==> src/rtl/psum_acc_if.sv <==
// Stream bundle for psum_acc: psum input handshake and result output handshake.
// The slave modport is the accumulator side; the master modport is the producer/consumer side.
interface psum_acc_if #(
  parameter int psum_bw = 10,
  parameter int acc_bw  = 16
);
  logic               in_valid;
  logic               in_ready;
  logic [psum_bw-1:0] in_psum;
  logic               out_valid;
  logic               out_ready;
  logic [acc_bw-1:0]  out_data;

  modport master (
    output in_valid, in_psum, out_ready,
    input  in_ready, out_valid, out_data
  );

  modport slave (
    input  in_valid, in_psum, out_ready,
    output in_ready, out_valid, out_data
  );
endinterface

==> src/rtl/psum_acc.sv <==
// Saturating accumulator summing a programmed number of mac partial sums per run.
// Optional PSUM_ACC_RELU_EN clamps negative final results to zero in out_data.
module psum_acc #(
  parameter int psum_bw = 10,
  parameter int acc_bw  = 16,
  parameter int cnt_bw  = 8
) (
  input  logic              clk,
  input  logic              reset,
  input  logic              start,
  input  logic [cnt_bw-1:0] len,
  psum_acc_if.slave         bus,
  output logic              busy,
  output logic              sat_flag
);

  typedef enum logic [1:0] {IDLE, ACC, HOLD} state_t;

  localparam logic [acc_bw-1:0] ACC_MAX = {1'b0, {(acc_bw-1){1'b1}}};
  localparam logic [acc_bw-1:0] ACC_MIN = {1'b1, {(acc_bw-1){1'b0}}};

  state_t            state_q;
  logic [acc_bw-1:0] acc_q, acc_d;
  logic [cnt_bw-1:0] cnt_q, cnt_d;
  logic [cnt_bw-1:0] len_q;
  logic [acc_bw-1:0] out_data_q, result_d;
  logic              out_valid_q;
  logic              in_ready_q;
  logic              busy_q;
  logic              sat_q, sat_d;

  logic [acc_bw:0]   sum;
  logic              ovf_pos, ovf_neg;
  logic              accept, last_beat;

  // One guard bit above the accumulator exposes overflow in the top two sum bits.
  always_comb begin
    sum       = {acc_q[acc_bw-1], acc_q}
              + {{(acc_bw+1-psum_bw){bus.in_psum[psum_bw-1]}}, bus.in_psum};
    ovf_pos   = ~sum[acc_bw] &  sum[acc_bw-1];
    ovf_neg   =  sum[acc_bw] & ~sum[acc_bw-1];
    acc_d     = ovf_pos ? ACC_MAX : (ovf_neg ? ACC_MIN : sum[acc_bw-1:0]);
    sat_d     = sat_q | ovf_pos | ovf_neg;
    cnt_d     = cnt_q + cnt_bw'(1);
    accept    = bus.in_valid & in_ready_q;
    last_beat = (cnt_d == len_q);
`ifdef PSUM_ACC_RELU_EN
    result_d  = acc_d[acc_bw-1] ? '0 : acc_d;
`else
    result_d  = acc_d;
`endif
  end

  always_ff @(posedge clk or posedge reset) begin
    if (reset) begin
      state_q     <= IDLE;
      acc_q       <= '0;
      cnt_q       <= '0;
      len_q       <= '0;
      out_data_q  <= '0;
      out_valid_q <= 1'b0;
      in_ready_q  <= 1'b0;
      busy_q      <= 1'b0;
      sat_q       <= 1'b0;
    end else begin
      unique case (state_q)
        IDLE: begin
          if (start && (len != '0)) begin
            len_q      <= len;
            acc_q      <= '0;
            cnt_q      <= '0;
            sat_q      <= 1'b0;
            in_ready_q <= 1'b1;
            busy_q     <= 1'b1;
            state_q    <= ACC;
          end
        end
        ACC: begin
          if (accept) begin
            acc_q <= acc_d;
            cnt_q <= cnt_d;
            sat_q <= sat_d;
            if (last_beat) begin
              out_data_q  <= result_d;
              out_valid_q <= 1'b1;
              in_ready_q  <= 1'b0;
              state_q     <= HOLD;
            end
          end
        end
        HOLD: begin
          if (bus.out_ready) begin
            out_valid_q <= 1'b0;
            busy_q      <= 1'b0;
            state_q     <= IDLE;
          end
        end
        default: begin
          state_q     <= IDLE;
          out_valid_q <= 1'b0;
          in_ready_q  <= 1'b0;
          busy_q      <= 1'b0;
        end
      endcase
    end
  end

  assign bus.in_ready  = in_ready_q;
  assign bus.out_valid = out_valid_q;
  assign bus.out_data  = out_data_q;
  assign busy          = busy_q;
  assign sat_flag      = sat_q;

endmodule

==> src/flat_wrapper.sv <==
// flat-port wrapper written by rule: the top's interface ports become plain ports
module psum_acc_flat 
#(
  parameter int psum_bw = 10,
  parameter int acc_bw  = 16,
  parameter int cnt_bw  = 8
)
  (clk, reset, start, len, busy, sat_flag, bus_in_valid, bus_in_psum, bus_out_ready, bus_in_ready, bus_out_valid, bus_out_data);
  psum_acc_if #(.psum_bw(psum_bw), .acc_bw(acc_bw)) bus_i ();
  input  logic clk;
  input  logic reset;
  input  logic start;
  input  logic [cnt_bw-1:0] len;
  output logic busy;
  output logic sat_flag;
  input wire logic [$bits(bus_i.in_valid)-1:0] bus_in_valid;
  input wire logic [$bits(bus_i.in_psum)-1:0] bus_in_psum;
  input wire logic [$bits(bus_i.out_ready)-1:0] bus_out_ready;
  output wire logic [$bits(bus_i.in_ready)-1:0] bus_in_ready;
  output wire logic [$bits(bus_i.out_valid)-1:0] bus_out_valid;
  output wire logic [$bits(bus_i.out_data)-1:0] bus_out_data;
  assign bus_i.in_valid = bus_in_valid;
  assign bus_i.in_psum = bus_in_psum;
  assign bus_i.out_ready = bus_out_ready;
  assign bus_in_ready = bus_i.in_ready;
  assign bus_out_valid = bus_i.out_valid;
  assign bus_out_data = bus_i.out_data;
  psum_acc #(.psum_bw(psum_bw), .acc_bw(acc_bw), .cnt_bw(cnt_bw)) u_core (.clk(clk), .reset(reset), .start(start), .len(len), .bus(bus_i), .busy(busy), .sat_flag(sat_flag));
endmodule
==> config.mk <==
export PLATFORM = sky130hd
export DESIGN_NAME = psum_acc_flat
export DESIGN_NICKNAME = d
export VERILOG_FILES = /design/src/rtl/psum_acc_if.sv /design/src/rtl/psum_acc.sv /design/src/flat_wrapper.sv
export SDC_FILE = /design/constraint.sdc
export NUM_CORES = 1
export LEC_CHECK = 0
export BUFFER_PORTS_ARGS = -buffer_cell sky130_fd_sc_hd__buf_4
export CORE_MARGIN = 4
export CORE_UTILIZATION = 40
export CTS_CLUSTER_DIAMETER = 30
export DETAILED_ROUTE_END_ITERATION = 10
export PLACE_DENSITY = 0.66
export SETUP_SLACK_MARGIN = 0.5
export SLEW_MARGIN = 20
export SYNTH_ARGS = -nofsm -noshare
export SYNTH_HDL_FRONTEND = slang
export SYNTH_SLANG_ARGS = --single-unit
==> constraint.sdc <==
create_clock -name clk -period 6.6 [get_ports clk]
set_clock_uncertainty 0.1 [all_clocks]
set_input_delay 1.32 -clock clk [delete_from_list [all_inputs] [get_ports clk]]
set_output_delay 1.32 -clock clk [all_outputs]
set_load 0.02 [all_outputs]
==> Yosys cells after proc, flatten, opt, wreduce, memory -nomap -nowiden <==
Index checks and enable logic that the tools add are counted.
{ "totals": {"output_inout_bits": 20, "latch_bits": 0, "regBits": 54, "mem_count": 0, "mem_bits_rw": 0, "mem_bits_ro": 0} }
{ "classes": {"bitwise_logic": 10, "add_sub_neg": 2, "div": 0, "multipliers": 0, "shifts": 0, "magnitude_cmp": 0, "eq_ne": 7, "reduce_logical": 11, "n_mux": 25} }
{ "op_table": {"columns": ["operator", "n"], "rows": [
  ["$mux W16", 4],
  ["$pmux W16 S2", 1],
  ["$add A16 B10 Y17", 1],
  ["$mux W8", 2],
  ["$pmux W8 S2", 1],
  ["$reduce_and A4 Y1", 3],
  ["$pmux W1 S3", 3],
  ["$reduce_and A3 Y1", 3],
  ["$add A8 B1 Y8 const B", 1],
  ["$eq A8 B8 Y1", 1],
  ["$mux W1", 8],
  ["$mux W2", 4],
  ["$reduce_bool A8 Y1", 1],
  ["$ne A2 B1 Y1 const B", 3],
  ["$pmux W2 S3", 1],
  ["$not A1 Y1", 5],
  ["$and A1 B1 Y1", 3],
  ["$eq A2 B1 Y1 const B", 1],
  ["$eq A2 B2 Y1 const B", 1],
  ["$logic_not A2 Y1", 1],
  ["$ne A2 B2 Y1 const B", 1],
  ["$or A1 B1 Y1", 2],
  ["$pmux W1 S2", 1],
  ["$reduce_and A2 Y1", 1],
  ["other kinds (2)", 2]
]} }

==> Depth between registers and ports, before layout <==
Gate-level depths: netlist of run 1.
{ "depth": {"word_depth": 7, "depth_mapped": 11, "mapped_depth_nobuf": 10} }

==> Worst setup path after synthesis of run 1 <==
No wires, ideal clock.
{ "synth_path": {"path_type": "input-to-reg", "start": "in bus_in_psum[0]", "end": "reg u_core.acc_q[6]", "cell_stages": 10, "t_arrival_ns": 3.495, "slack_ns": 2.923, "required_time_ns": 6.417, "setup_ns": 0.083, "path_buffers": 0, "cell_sequence": "ha_1 > inv_1 > fa_1 > nand2b_1 > a21oi_1 > o21ai_0 > o221a_2 > or2_2 > maj3_1 > o21ai_0"} }
{ "synth_via": {"elab_chain_len": 7} }
{ "synth_lines": {"columns": ["item", "line_no", "rtl"], "rows": [
  ["from (decl)", "flat_wrapper.sv:17", "input wire logic [$bits(bus_i.in_psum)-1:0] bus_in_psum;"],
  ["$add A16 B10 Y17 *", "psum_acc.sv:39", "+ {{(acc_bw+1-psum_bw){bus.in_psum[psum_bw-1]}}, bus.in_psum};"],
  ["$not A1 Y1", "psum_acc.sv:41", "ovf_neg = sum[acc_bw] & ~sum[acc_bw-1];"],
  ["$and A1 B1 Y1", "psum_acc.sv:41", null],
  ["$mux W16", "psum_acc.sv:42", "acc_d = ovf_pos ? ACC_MAX : (ovf_neg ? ACC_MIN : sum[acc_bw-1:0]);"],
  ["$mux W16 *", "psum_acc.sv:42", null],
  ["$mux W16 *", "psum_acc.sv:79", "if (accept) begin"],
  ["$pmux W16 S2 *", "psum_acc.sv:66", "unique case (state_q)"],
  ["to (signal assigned)", "psum_acc.sv:57", "acc_q <= '0;"],
  ["to (signal assigned)", "psum_acc.sv:70", "acc_q <= '0;"],
  ["to (signal assigned)", "psum_acc.sv:80", "acc_q <= acc_d;"],
  ["to (decl)", "psum_acc.sv:23", "logic [acc_bw-1:0] acc_q, acc_d;"]
]} }
Every way passes the cells marked *; elsewhere a longest branch is shown, timed or not. The select of a mux whose other input is x is not followed.
A chain may end at the register's enable or synchronous reset.

==> Final worst setup path of run 1 <==
{ "layout_path": {"start": "in bus_in_psum[0]", "end": "reg u_core.acc_q[13]"} }
The elaborated chain is that of the path after synthesis.

==> flow_metrics.tcl, run 1 <==
set metrics [dict create \
    coreArea_um2 7770 \
    min_period_over_period 0.597 \
    start_kind "input port" \
    crit_path_end_kind "flop" \
    hpwlAfterDp_um 5390 \
    layout_min_cycle_time_ns 3.94 \
    fin_total_pwr_w 0.00187 \
    grt_pass1_vias 2588 \
    syn_nets 390 \
    cp.arrival_ns 4.07 \
    met3_usage 0.0321 \
    setup_viol 0 \
    numCtsBuffers 5 \
    power.leakage_nw 1.71 \
    start_util 0.415 \
    synthArstFlopShare 1.00 \
    slowest_delay_ns 0.58 \
    max_slew.worst_pin.slew_ns 0.979 \
    cts_setup_buffers 0 \
    cts.clk_slew.worst_paths_ns 0.10 \
    route.detailed.drc 0 \
    hold_class "reg -> reg" \
    gp_congestion 0.852 \
    fin_setup_tns_ns 0 \
    ys_seq_elements 54 \
    crit_chain "buf_4 > ha_1 > inv_1 > fa_1 > nand2b_1 > a21oi_1 > o21ai_0 > o221a_2 > nor3_4 > o21ai_0 > o21ai_0" \
    synth_cell_type_count 52 \
    synthCells 349 \
    grt_max_degree 55 \
    portBuffers 42 \
    first_pass_iters 4 \
    syn-cell-area_um2 3230 \
    slew-limit-headroom 0.347 \
    root_buffer "clkbuf_8" \
    die-area_um2 9560 \
    holdBufCountCts 0 \
    cp_slowest_cell "nor3_4" \
    cts_resized 0 \
    cpMostUsedCell "o21ai_0" \
    drive_gt1_frac 0.201 \
    clk_path_buf_depth 2 \
    worstPathRequired_ns 6.73 \
    synth.area.top_cells "dfrtp_1, ha_1, nand2_1" \
    synth-edff-count 0 \
    synth_ff_type "dfrtp_1" \
    grt_util_met1 0.228 \
    seq_area_frac_synth 0.419 \
    worstSkewPairLatency_ns 0.30 \
    cts_sinks 54 \
    crit_path_max_fanout 14 \
    met2_usage 0.244 \
    maxCapViolCount 0 \
    io_pins 43 \
    yosys.area.top_type_share 0.419 \
    first_iter_violations 118 \
    drt_wl_total_um 7300 \
    viasPerCell 5.40 \
    rsz0062_at_grt "false" \
    status "finished, final reports clean" \
    die_y_um 97.8 \
    grt_overflow_total 0 \
    fmax_mhz 254 \
    fillers 757 \
    n_antenna_cell 0 \
    grt_antenna_before_repair 0 \
    finalHoldViolCount 0 \
    vias 2653 \
    stdcell_count 491 \
    yosys_warnings 0 \
    placed_cells 483 \
    ir_drop_mv 0.192 \
    post_synth.cell_area_avg_um2 9.24 \
    grt_pass1_wl_um 12600 \
    multi_input_area_um2 1770 \
    syn2layout_area_growth_pct 15.5 \
    slew_violations 0 \
    htreeDepth 2 \
    regArea_um2 1350 \
    ys_top_cells_by_count "dfrtp_1, nand2_1, o21ai_0, a21oi_1, ha_1" \
    top_usage_layer "met2" \
    synth_top_area_cell "dfrtp_1" \
    pwr_density_cell_nw_per_um2 502 \
    fin_nets 429 \
    postRouteAntennaNets 0 \
    post_drt_wl_per_cell_um 14.9 \
    groute.usage.overall 0.157 \
    die_w_um 97.8 \
    crit_type "in -> reg" \
    cts_tree "done" \
    placementRows 32 \
]
-- layer usage --
layer,wire (um),share of wire
met1,3670,0.50
met2,3280,0.45
met3,290,0.040
met4,56,0.0077
met5,0,0
-- placed cells by master (no fill, tap or decap), types with 11 or more instances in the layout --
cell type  count
nor2_1        14
o21ai_0       36
o21ai_1       13
a21oi_1       22
ha_1          17
xor2_1        11
dfrtp_1       54
buf_4         44
xnor2_1       13
nand2_1       54
-- path summary, 6_finish.rpt --
kind / startpoint / end / slack [ns] / depth (start not counted)
max: bus_in_psum[0] / u_core.acc_q[13] / 2.66 / 11
min: u_core.bus.out_data[0] / u_core.bus.out_data[0] / 0.39 / 2
max reg2reg: u_core.acc_q[0] / u_core.acc_q[13] / 3.37 / 10
min reg2reg: u_core.bus.out_data[0] / u_core.bus.out_data[0] / 0.39 / 2
max in group asynchronous: reset / u_core.acc_q[6] / 4.84 / 3
min in group asynchronous: reset / u_core.bus.out_valid / 1.09 / 3
-- kinds of logic (layout without fill, tap and decap cells) --
kind of cell             count (synthesis)  after routing  synth area share
buffers and inverters                   22             62            0.0318
multiplexers                            10             10            0.0349
AO/OA/AOI/OAI                          110            110             0.211
flip-flops                              54             54             0.419
adder cells (fa/ha/maj)                 20             20            0.0784
AND/OR/NAND/NOR                        109            109             0.160
XOR/XNOR                                24             24            0.0652
-- worst max-delay path, delay by kind of cell --
kind,cells,cell delay (ns)
AOI/OAI and AO/OA,5,1.28
adders and majority gates,2,0.55
buffers and inverters,2,0.14
and+or+nand+nor,2,0.77
-- metrics by stage --
stage / worst slack (ns) / cell area, um^2 / utilization / hold WS [ns]
finish: 2.66 / 3730 / 0.480 / 0.389
CTS: 2.67 / 3730 / 0.480 / 0.396
global route: 2.45 / 3730 / 0.480 / 0.428
floorplan: 2.92 / 3230 / - / 0.354
detailed placement: 2.35 / 3620 / 0.466 / 0.373
global placement: 2.47 / 3620 / 0.466 / 0.367
-- area by class of cell --
class,instances,share of cell area
tap,102,0.0343
sequential,54,0.363
multi-input combinational,273,0.476
inverter,10,0.0101
timing repair buffer,44,0.0887
clock buffer,7,0.0259
clock inverter,1,0.00235
-- report_power, final --
part	switching (W)	internal (W)
logic	0.000634	0.000454
clock network	0.000109	0.0000964
registers	0.000103	0.000474
total	0.000846	0.00102
-- sequential cells by signal, summed over array words and instances, names as in the netlist --
signal	count
u_core.sat_flag	1
u_core.bus.out_data	16
u_core.state_q	2
u_core.acc_q	16
u_core.busy	1
u_core.bus.in_ready	1
u_core.len_q	8
u_core.cnt_q	8
u_core.bus.out_valid	1
Note: power is estimated with default switching activity, not from simulation.
==> inputs of run 2 (changes only) <==
==> constraint.sdc (replaced) <==
create_clock -name clk -period 3.84 [get_ports clk]
set_clock_uncertainty 0.1 [all_clocks]
set_input_delay 0.768 -clock clk [delete_from_list [all_inputs] [get_ports clk]]
set_output_delay 0.768 -clock clk [all_outputs]
set_load 0.02 [all_outputs]
==> flow_metrics.tcl, run 2 (same netlist as run 1, synthesis figures left out) <==
set metrics [dict create \
    crit_family "adder cells" \
    top_usage_layer "met2" \
    power.leakage_nw 1.77 \
    p_int_w 0.00183 \
    switching_share 0.450 \
    worstSkewPairLatency_ns 0.31 \
    met2_usage 0.258 \
    final_cell_mix "buf_4, nand2_1, dfrtp_1" \
    finalHoldViolCount 0 \
    n_antenna_cell 0 \
    p_clk_frac 0.097 \
    cp_slowest_cell "maj3_1" \
    io_pins 43 \
    first_pass_iters 4 \
    drive_gt1_frac 0.219 \
    fin_nets 441 \
    max_slew.worst_pin.slew_ns 0.696 \
    viasPerCell 5.38 \
    ir_drop_mv 0.450 \
    grt_antenna_before_repair 0 \
    post_drt_wl_per_cell_um 15.1 \
    met3_usage 0.0350 \
    start_util 0.415 \
    vias 2705 \
    placementRows 32 \
    numCtsBuffers 5 \
    cts_resized 0 \
    postRouteAntennaNets 0 \
    die-area_um2 9560 \
    layout_commonest_cell "buf_4" \
    holdBufCountCts 0 \
    cp.arrival_ns 3.27 \
    root_buffer "clkbuf_8" \
    maxCapViolCount 0 \
    grt_util_met1 0.232 \
    fin_setup_tns_ns 0 \
    syn2layout_area_growth_pct 18.0 \
    setup_viol 0 \
    slew_violations 0 \
    gp_congestion 0.882 \
    status "finished, final reports clean" \
    pwr_density_cell_nw_per_um2 874 \
    coreArea_um2 7770 \
    combPwrFrac 0.604 \
    fmax_mhz 319 \
    hold-worst-slack_ns 0.399 \
    p_seq_frac 0.299 \
    slew-limit-headroom 0.535 \
    portBuffers 42 \
    crit_path_end_kind "flop" \
    drt_wl_total_um 7590 \
    first_iter_violations 104 \
    cts_sinks 54 \
    min_period_over_period 0.817 \
    clk_path_buf_depth 2 \
    die_w_um 97.8 \
    crit_chain "buf_4 > ha_1 > inv_1 > fa_1 > nand2b_1 > a21oi_1 > o21ai_0 > o221a_2 > or2_2 > maj3_1 > o21ai_0" \
    worstPathRequired_ns 3.98 \
    start_kind "input port" \
    rsz0062_at_grt "false" \
    grt_pass1_vias 2722 \
    groute.usage.overall 0.164 \
    cts_setup_buffers 0 \
    hold_class "reg -> reg" \
    p_switching_w 0.00150 \
    slowest_delay_ns 0.38 \
    grt_overflow_total 0 \
    crit_path_max_fanout 4 \
    htreeDepth 2 \
    hpwlAfterDp_um 5740 \
    cts.clk_slew.worst_paths_ns 0.10 \
    grt_pass1_wl_um 13100 \
    cpMostUsedCell "o21ai_0" \
    die_y_um 97.8 \
    cts_tree "done" \
    route.detailed.drc 0 \
    cp_num_buf_inv 2 \
    layout_min_cycle_time_ns 3.14 \
    crit_type "in -> reg" \
    grt_max_degree 34 \
]
run 2: cell count changes in the layout (fill, tap and decap cells not counted):
cell and delta:
clkbuf_8 -2, buf_4 +11, clkinv_2 +1, clkbuf_1 +1
nor2_1 +1, nor2_2 -1, buf_12 +1
run 2: power by group through the flow:
stage          Sequential (W)  Combinational (W)  Clock, W
6_report             0.000997            0.00201  0.000323
5_1_grt               0.00103            0.00224  0.000347
4_1_cts               0.00100            0.00191  0.000330
3_5_place_dp          0.00101            0.00190         0
3_3_place_gp          0.00101            0.00188         0
2_1_floorplan         0.00107            0.00132         0
run 2: worst register-to-register path, cell delays in order, from the launching register on:
cell	delay (ns)
dfrtp_1	0.37
ha_1	0.19
inv_1	0.06
fa_1	0.37
nand2b_1	0.19
a21oi_1	0.24
o21ai_0	0.21
o221a_2	0.34
or2_2	0.33
maj3_1	0.38
o21ai_0	0.14
run 2: worst paths after layout:
path / start / to / slack (ns) / cells after the start
setup / recovery: bus_in_psum[0] / u_core.acc_q[6] / 0.70 / 11
hold / removal: u_core.acc_q[2] / u_core.acc_q[2] / 0.40 / 2
setup reg to reg: u_core.acc_q[0] / u_core.acc_q[6] / 0.85 / 10
hold reg to reg: u_core.acc_q[2] / u_core.acc_q[2] / 0.40 / 2
max in group asynchronous: reset / u_core.acc_q[10] / 2.41 / 3
min in group asynchronous: reset / u_core.bus.out_valid / 0.46 / 2
run 2: final cells by class:
type | instances | area (um^2)
sequential | 54 | 1350
inverter | 10 | 37.5
fill | 772 | 3960
clock inverter | 2 | 13.8
tap | 102 | 128
timing repair buffer | 56 | 433
clock buffer | 6 | 72.6
multi-input combinational | 273 | 1770
run 2: layer usage:
| layer | vias up | part of all wire |
|---|---|---|
| met4 | 0 | 0.016 |
| met2 | 52 | 0.45 |
| met1 | 1294 | 0.49 |
| met3 | 11 | 0.043 |
| met5 | - | 0 |
| li1 | 1348 | - |
run 2: metrics by stage:
step	power [W]	utilization	std cells	setup slack, ns	instance area [um^2]
global route	0.00362	0.490	503	0.505	3810
detailed placement	0.00291	0.471	488	0.357	3660
CTS	0.00325	0.482	496	0.678	3740
global placement	0.00289	0.471	488	0.412	3660
finish	0.00333	0.490	503	0.703	3810
floorplan	0.00238	-	349	0.715	3230
